$ cat config.mk
export PLATFORM = sky130hd
export DESIGN_NAME = yuv422to444_stream
export DESIGN_NICKNAME = d
export VERILOG_FILES = /design/src/rtl/yuv_pkg.sv /design/src/rtl/yuv_pair_expand.sv /design/src/rtl/yuv422to444_stream.sv
export SDC_FILE = /design/constraint.sdc
export NUM_CORES = 1
export LEC_CHECK = 0
export ABC_AREA = 1
export BUFFER_PORTS_ARGS = -buffer_cell sky130_fd_sc_hd__buf_2
export CAP_MARGIN = 20
export CORE_UTILIZATION = 55
export CTS_CLUSTER_SIZE = 10
export DETAILED_ROUTE_END_ITERATION = 10
export PLACE_DENSITY = 0.8
export SLEW_MARGIN = 20
export SYNTH_ARGS = -nofsm -noshare
export SYNTH_HDL_FRONTEND = slang
export SYNTH_SLANG_ARGS = --single-unit
$ cat constraint.sdc
create_clock -name aclk -period 5.19 [get_ports aclk]
set_clock_uncertainty 0.2 [all_clocks]
set_input_delay 1.038 -clock aclk [delete_from_list [all_inputs] [get_ports aclk]]
set_output_delay 1.038 -clock aclk [all_outputs]
set_load 0.1 [all_outputs]
$ cat src/rtl/yuv_pkg.sv
// rtl/yuv_pkg.sv - shared types and chroma helper for the 422->444 converter
package yuv_pkg;

  localparam int PAIR_W = 32;
  localparam int PX_W   = 32;

  // Field order is MSB first, so y0 lands in byte 0 of the packed pair.
  typedef struct packed {
    logic [7:0] v;
    logic [7:0] y1;
    logic [7:0] u;
    logic [7:0] y0;
  } yuv422_pair_t;

  // Field order is MSB first, so v lands in byte 0 and pad in byte 3.
  typedef struct packed {
    logic [7:0] pad;
    logic [7:0] y;
    logic [7:0] u;
    logic [7:0] v;
  } yuv444_px_t;

  // Rounded mean of two chroma samples; the 9-bit sum keeps the carry before the halving.
  function automatic logic [7:0] chroma_avg(input logic [7:0] a, input logic [7:0] b);
    logic [8:0] s;
    s = {1'b0, a} + {1'b0, b} + 9'd1;
    return 8'(s >> 1);
  endfunction

endpackage

$ cat src/rtl/yuv_pair_expand.sv
// rtl/yuv_pair_expand.sv - expands one 422 pair into two 444 pixels
module yuv_pair_expand
  import yuv_pkg::*;
#(
  parameter logic [7:0] PAD_BYTE = 8'h00
) (
  input  logic [PAIR_W-1:0] pair,
  input  logic [7:0]        nxt_u,
  input  logic [7:0]        nxt_v,
  input  logic              interp,
  output logic [PX_W-1:0]   px0,
  output logic [PX_W-1:0]   px1
);

  yuv422_pair_t p;
  yuv444_px_t   even_px;
  yuv444_px_t   odd_px;

  // Even pixel always uses its own pair's chroma; odd pixel optionally averages toward the next pair.
  always_comb begin
    p          = yuv422_pair_t'(pair);
    even_px    = '{pad: PAD_BYTE, y: p.y0, u: p.u, v: p.v};
    odd_px.pad = PAD_BYTE;
    odd_px.y   = p.y1;
    odd_px.u   = interp ? chroma_avg(p.u, nxt_u) : p.u;
    odd_px.v   = interp ? chroma_avg(p.v, nxt_v) : p.v;
  end

  assign px0 = even_px;
  assign px1 = odd_px;

endmodule

$ cat src/rtl/yuv422to444_stream.sv
// rtl/yuv422to444_stream.sv - packed Y'UV422 to Y'UV444 stream converter
module yuv422to444_stream
  import yuv_pkg::*;
#(
  parameter int         DATA_WIDTH = 64,
  parameter int         USER_WIDTH = 1,
  parameter int         DEST_WIDTH = 1,
  parameter int         CHAIN_ID   = 0,
  parameter logic [7:0] PAD_BYTE   = 8'h00
) (
  input  logic                      aclk,
  input  logic                      aresetn,
  input  logic                      interp_en,
  input  logic [DATA_WIDTH-1:0]     src_t_data,
  input  logic [DATA_WIDTH/8-1:0]   src_t_strb,
  input  logic [DATA_WIDTH/8-1:0]   src_t_keep,
  input  logic                      src_t_last,
  input  logic [USER_WIDTH-1:0]     src_t_user,
  input  logic                      src_t_valid,
  output logic                      src_t_ready,
  output logic [2*DATA_WIDTH-1:0]   dst_t_data,
  output logic [2*DATA_WIDTH/8-1:0] dst_t_strb,
  output logic [2*DATA_WIDTH/8-1:0] dst_t_keep,
  output logic                      dst_t_last,
  output logic [USER_WIDTH-1:0]     dst_t_user,
  output logic [DEST_WIDTH-1:0]     dst_t_dest,
  output logic                      dst_t_valid,
  input  logic                      dst_t_ready
);

  localparam int NP = DATA_WIDTH / PAIR_W;

  logic [DATA_WIDTH-1:0]   h_data;
  logic                    h_last;
  logic [USER_WIDTH-1:0]   h_user;
  logic                    hold_vld;
  logic                    mode_q;
  logic                    line_start;

  logic                    o_free;
  logic                    h_move;
  logic                    src_fire;
  logic                    in_mode;
  logic                    direct;
  logic                    o_load;
  logic                    h_load;

  logic [DATA_WIDTH-1:0]   exp_data;
  logic                    exp_last;
  logic [USER_WIDTH-1:0]   exp_user;
  logic                    exp_interp;
  logic [2*DATA_WIDTH-1:0] exp_px;

  assign dst_t_strb = '1;
  assign dst_t_keep = '1;

  // Handshake: H drains into O when O is free; a non-last interpolated beat also needs its successor present.
  always_comb begin
    o_free      = !dst_t_valid || dst_t_ready;
    h_move      = hold_vld && o_free && (h_last || !mode_q || src_t_valid);
    src_t_ready = !hold_vld || h_move;
    src_fire    = src_t_valid && src_t_ready;
    in_mode     = line_start ? interp_en : mode_q;
    direct      = src_fire && !hold_vld && !in_mode && o_free;
    o_load      = h_move || direct;
    h_load      = src_fire && !direct;
  end

  // Pick the beat being emitted: H when it drains, otherwise a replicate-mode beat bypassing H.
  always_comb begin
    exp_data   = h_move ? h_data : src_t_data;
    exp_last   = h_move ? h_last : src_t_last;
    exp_user   = h_move ? h_user : src_t_user;
    exp_interp = h_move && mode_q;
  end

  for (genvar i = 0; i < NP; i++) begin : g_pair
    logic [7:0] nxt_u;
    logic [7:0] nxt_v;
    if (i < NP - 1) begin : g_inner
      assign nxt_u = exp_data[PAIR_W*(i+1)+8  +: 8];
      assign nxt_v = exp_data[PAIR_W*(i+1)+24 +: 8];
    end else begin : g_edge
      // Last pair of a beat borrows pair 0 of the incoming beat, or its own chroma at end of line.
      assign nxt_u = exp_last ? exp_data[PAIR_W*i+8  +: 8] : src_t_data[15:8];
      assign nxt_v = exp_last ? exp_data[PAIR_W*i+24 +: 8] : src_t_data[31:24];
    end
    yuv_pair_expand #(.PAD_BYTE(PAD_BYTE)) u_expand (
      .pair   (exp_data[PAIR_W*i +: PAIR_W]),
      .nxt_u  (nxt_u),
      .nxt_v  (nxt_v),
      .interp (exp_interp),
      .px0    (exp_px[2*PX_W*i +: PX_W]),
      .px1    (exp_px[2*PX_W*i+PX_W +: PX_W])
    );
  end

  // Output register O: loads on emission, otherwise holds until the sink takes it.
  always_ff @(posedge aclk or negedge aresetn) begin
    if (!aresetn) begin
      dst_t_valid <= 1'b0;
      dst_t_data  <= '0;
      dst_t_last  <= 1'b0;
      dst_t_user  <= '0;
      dst_t_dest  <= '0;
    end else if (o_load) begin
      dst_t_valid <= 1'b1;
      dst_t_data  <= exp_px;
      dst_t_last  <= exp_last;
      dst_t_user  <= exp_user >> 1;
      dst_t_dest  <= exp_user[0] ? DEST_WIDTH'(CHAIN_ID) : '0;
    end else if (dst_t_ready) begin
      dst_t_valid <= 1'b0;
    end
  end

  // Hold register H: captures every accepted beat that does not bypass straight to O.
  always_ff @(posedge aclk or negedge aresetn) begin
    if (!aresetn) begin
      hold_vld <= 1'b0;
      h_data   <= '0;
      h_last   <= 1'b0;
      h_user   <= '0;
    end else if (h_load) begin
      hold_vld <= 1'b1;
      h_data   <= src_t_data;
      h_last   <= src_t_last;
      h_user   <= src_t_user;
    end else if (h_move) begin
      hold_vld <= 1'b0;
    end
  end

  // Mode latch: the chroma mode is frozen at the first beat of each line.
  always_ff @(posedge aclk or negedge aresetn) begin
    if (!aresetn) begin
      mode_q     <= 1'b0;
      line_start <= 1'b1;
    end else if (src_fire) begin
      if (line_start) begin
        mode_q <= interp_en;
      end
      line_start <= src_t_last;
    end
  end

  a_full_beat: assert property (@(posedge aclk) disable iff (!aresetn)
                 src_fire |-> (&src_t_strb && &src_t_keep))
    else $error("partial src beat accepted");

endmodule

==> flow_summary.json <==
{
  "setup.worst_path.start_class": "primary input",
  "first_global_vias": 7458,
  "initialDrtViolationCount": 456,
  "fillers": 1489,
  "grt_max_degree": 107,
  "dieWidth_um": 132,
  "rsz0062_at_grt": "no",
  "drv_slew": 0,
  "cts.hold.buffers_added": 0,
  "synth_adder_area_share_pct": 3.22,
  "cts_max_level": 4,
  "finalSetupViolations": 0,
  "syn2layout_area_growth_pct": 13.1,
  "crit_chain": "buf_2 > inv_1 > nand2_1 > nand2_4 > buf_4 > nand2_1 > buf_2",
  "r2r-start": "h_last$_DFFE_PN0P_",
  "die_area_um2": 17500,
  "relSlewSlack_pct": 37.0,
  "cts_buffers": 17,
  "setup_slack_ns": 1.33,
  "die_y_um": 132,
  "core.rowCount": 47,
  "synth_top_family_by_area": "simple AND/OR/NAND/NOR gates",
  "r2r.worst_path.cells": 16,
  "ys_types": 40,
  "cp_slowest_cell": "buf_4",
  "antenna_found_initial": 2,
  "drive_above_1_share_pct": 17.9,
  "path_buf_inv": 4,
  "final.period_utilization_pct": 74.3,
  "yosys.area.top_type_share_pct": 44.2,
  "grt_use_met1_pct": 33.3,
  "yosys-top-cells-area": "dfrtp_1, nand2_1, buf_4",
  "finalWorstPathRequiredPeriod_ns": 3.86,
  "gp_congestion": 0.937,
  "port_buffers": 168,
  "postCtsSetupBuffers": 0,
  "worst-endpoint-required_ns": 3.95,
  "drv_cap": 0,
  "yosysWarnings": 0,
  "ys_seq_elements": 166,
  "remaining_drc_errors": 0,
  "holdWs_ns": 0.265,
  "seq_area_frac_synth_pct": 44.5,
  "cts_tree": "built",
  "syn-cell-area_um2": 9330,
  "ant_nets": 0,
  "synthTopCellsByCount": "nand2_1, dfrtp_1, inv_1, buf_4, o21ai_0",
  "path_class": "primary input to output pin",
  "synth-simple-area-share_pct": 24.2,
  "ys_async_sr_fraction_pct": 100,
  "arrival_ns": 2.62,
  "dp_slack_ns": 1.01,
  "crit_family": "buffers and inverters",
  "clock-root-buffer": "clkbuf_16",
  "syn-mean-instance-area_um2": 7.83,
  "setup.worst_path.end_class": "output pin",
  "max_freq_ghz": 0.259,
  "synthCells": 1192,
  "grt_util_met2_pct": 42.2,
  "ff2ff_setup_slack_ns": 1.70,
  "hold_violations": 0,
  "clock-sinks": 166,
  "grt_remaining_overflow": 0,
  "cts_buffer_depth": 2,
  "met3_usage_pct": 7.23,
  "utilization_pct": 63.6,
  "min_from": "dst_t_data[12]$_DFFE_PN0P_",
  "synth_area_leader_cell": "dfrtp_1",
  "reg2reg_to": "dst_t_data[110]$_DFFE_PN0P_",
  "nets": 1441,
  "wl_per_cell_um": 14.2,
  "drt_first_pass_iters": 5,
  "min_to": "dst_t_data[12]$_DFFE_PN0P_",
  "grt.total_usage_pct": 26.0,
  "synth_compound_area_share_pct": 11.4,
  "cpPeakStageDelay_ns": 0.51,
  "vias": 7965,
  "synth_xor_area_share_pct": 0.469,
  "status": "complete, no violations",
  "synth_ff_type": "dfrtp_1",
  "routed_wirelength_um": 22200,
  "setup_tns_ns": 0,
  "grt_pass1_wl_um": 36000,
  "synth_mux_area_share_pct": 3.78,
  "cp_max_fo": 44,
  "start_util_pct": 56.3,
  "clk_pin_slew_ns": 0.06,
  "post-synth-top-count-cell": "nand2_1",
  "clk_latency_ns": 0.43,
  "ios": 252,
  "dp_hpwl_um": 15800,
  "core_area_um2": 16600,
  "busiest_layer": "met2",
  "min_path_cells": 2,
  "post_cts_resize_count": 0,
  "synth-edff-count": 0,
  "vias_per_cell": 5.09,
  "hold_path.class": "flip-flop to flip-flop",
  "tightest_slew_ns": 0.945
}
## metal layers
metal / up-vias / wire, um
li1: 3982 / -
met2: 288 / 10400
met3: 31 / 1970
met5: - / 0
met1: 3664 / 9300
met4: 0 / 488
## worst max-delay path by stage
stage	startpoint	end	cells after the start
3_5_place_dp	src_t_valid	dst_t_data[110]$_DFFE_PN0P_	17
6_report	src_t_valid	src_t_ready	7
5_1_grt	src_t_valid	dst_t_data[110]$_DFFE_PN0P_	17
3_3_place_gp	src_t_valid	dst_t_data[110]$_DFFE_PN0P_	17
4_1_cts	src_t_valid	src_t_ready	7
2_1_floorplan	src_t_valid	src_t_ready	7
## cell families after synthesis
family	after synthesis
simple gates	565
other cells	2
xor+xnor	5
fa+ha+maj	24
buf+inv	214
compound gates	186
mux	30
flops	166
## per-stage QoR
step	std cells	instance area [um^2]
6_report	1565	10600
5_1_grt	1564	10500
4_1_cts	1563	10500
3_5_place_dp	1531	9970
3_3_place_gp	1531	9970
2_1_floorplan	1256	9570
## final cells by class
cell class	instances	area (um^2)	share of cell area, %
Antenna cell	2	5.00	0.0474
Tap cell	220	275	2.61
Multi-Input combinational cell	876	4280	40.5
Sequential cell	166	4160	39.4
Timing Repair Buffer	177	915	8.67
Inverter	92	347	3.28
Clock buffer	20	457	4.33
Clock inverter	12	120	1.14
## cell usage in the layout, fill, tap and decap left out, drive strengths merged
master / Yosys / final
mux2: 30 / 30
ha: 24 / 24
or2: 3 / 3
conb: 2 / 66
o21bai: 5 / 5
diode: 0 / 2
a21oi: 26 / 26
bufinv: 0 / 1
a211oi: 1 / 1
dfrtp: 165 / 165
xnor2: 2 / 2
clkbuf: 12 / 20
a31oi: 40 / 40
a21o: 2 / 2
dfstp: 1 / 1
inv: 92 / 95
a21boi: 1 / 1
xor2: 3 / 3
o21ai: 101 / 101
buf: 110 / 177
o211ai: 8 / 8
nand4: 6 / 6
nor3: 6 / 6
clkinv: 0 / 8
nand3: 55 / 55
nor2: 60 / 60
nand2: 435 / 435
o22ai: 2 / 2
## worst min-delay path, delay by kind of cell, from the launching register on
kind             cells  cell delay [ns]
DFF                  1             0.34
and+or+nand+nor      2             0.09
## flip-flops by register name, indices dropped and copies added (netlist names)
name         cells
dst_t_last       1
hold_vld         1
dst_t_valid      1
dst_t_data      96
h_data          64
h_last           1
mode_q           1
line_start       1
Power is left out: the tool's default activity adds up to more than one toggle a clock period on the data nets, which glitch-free logic cannot reach.
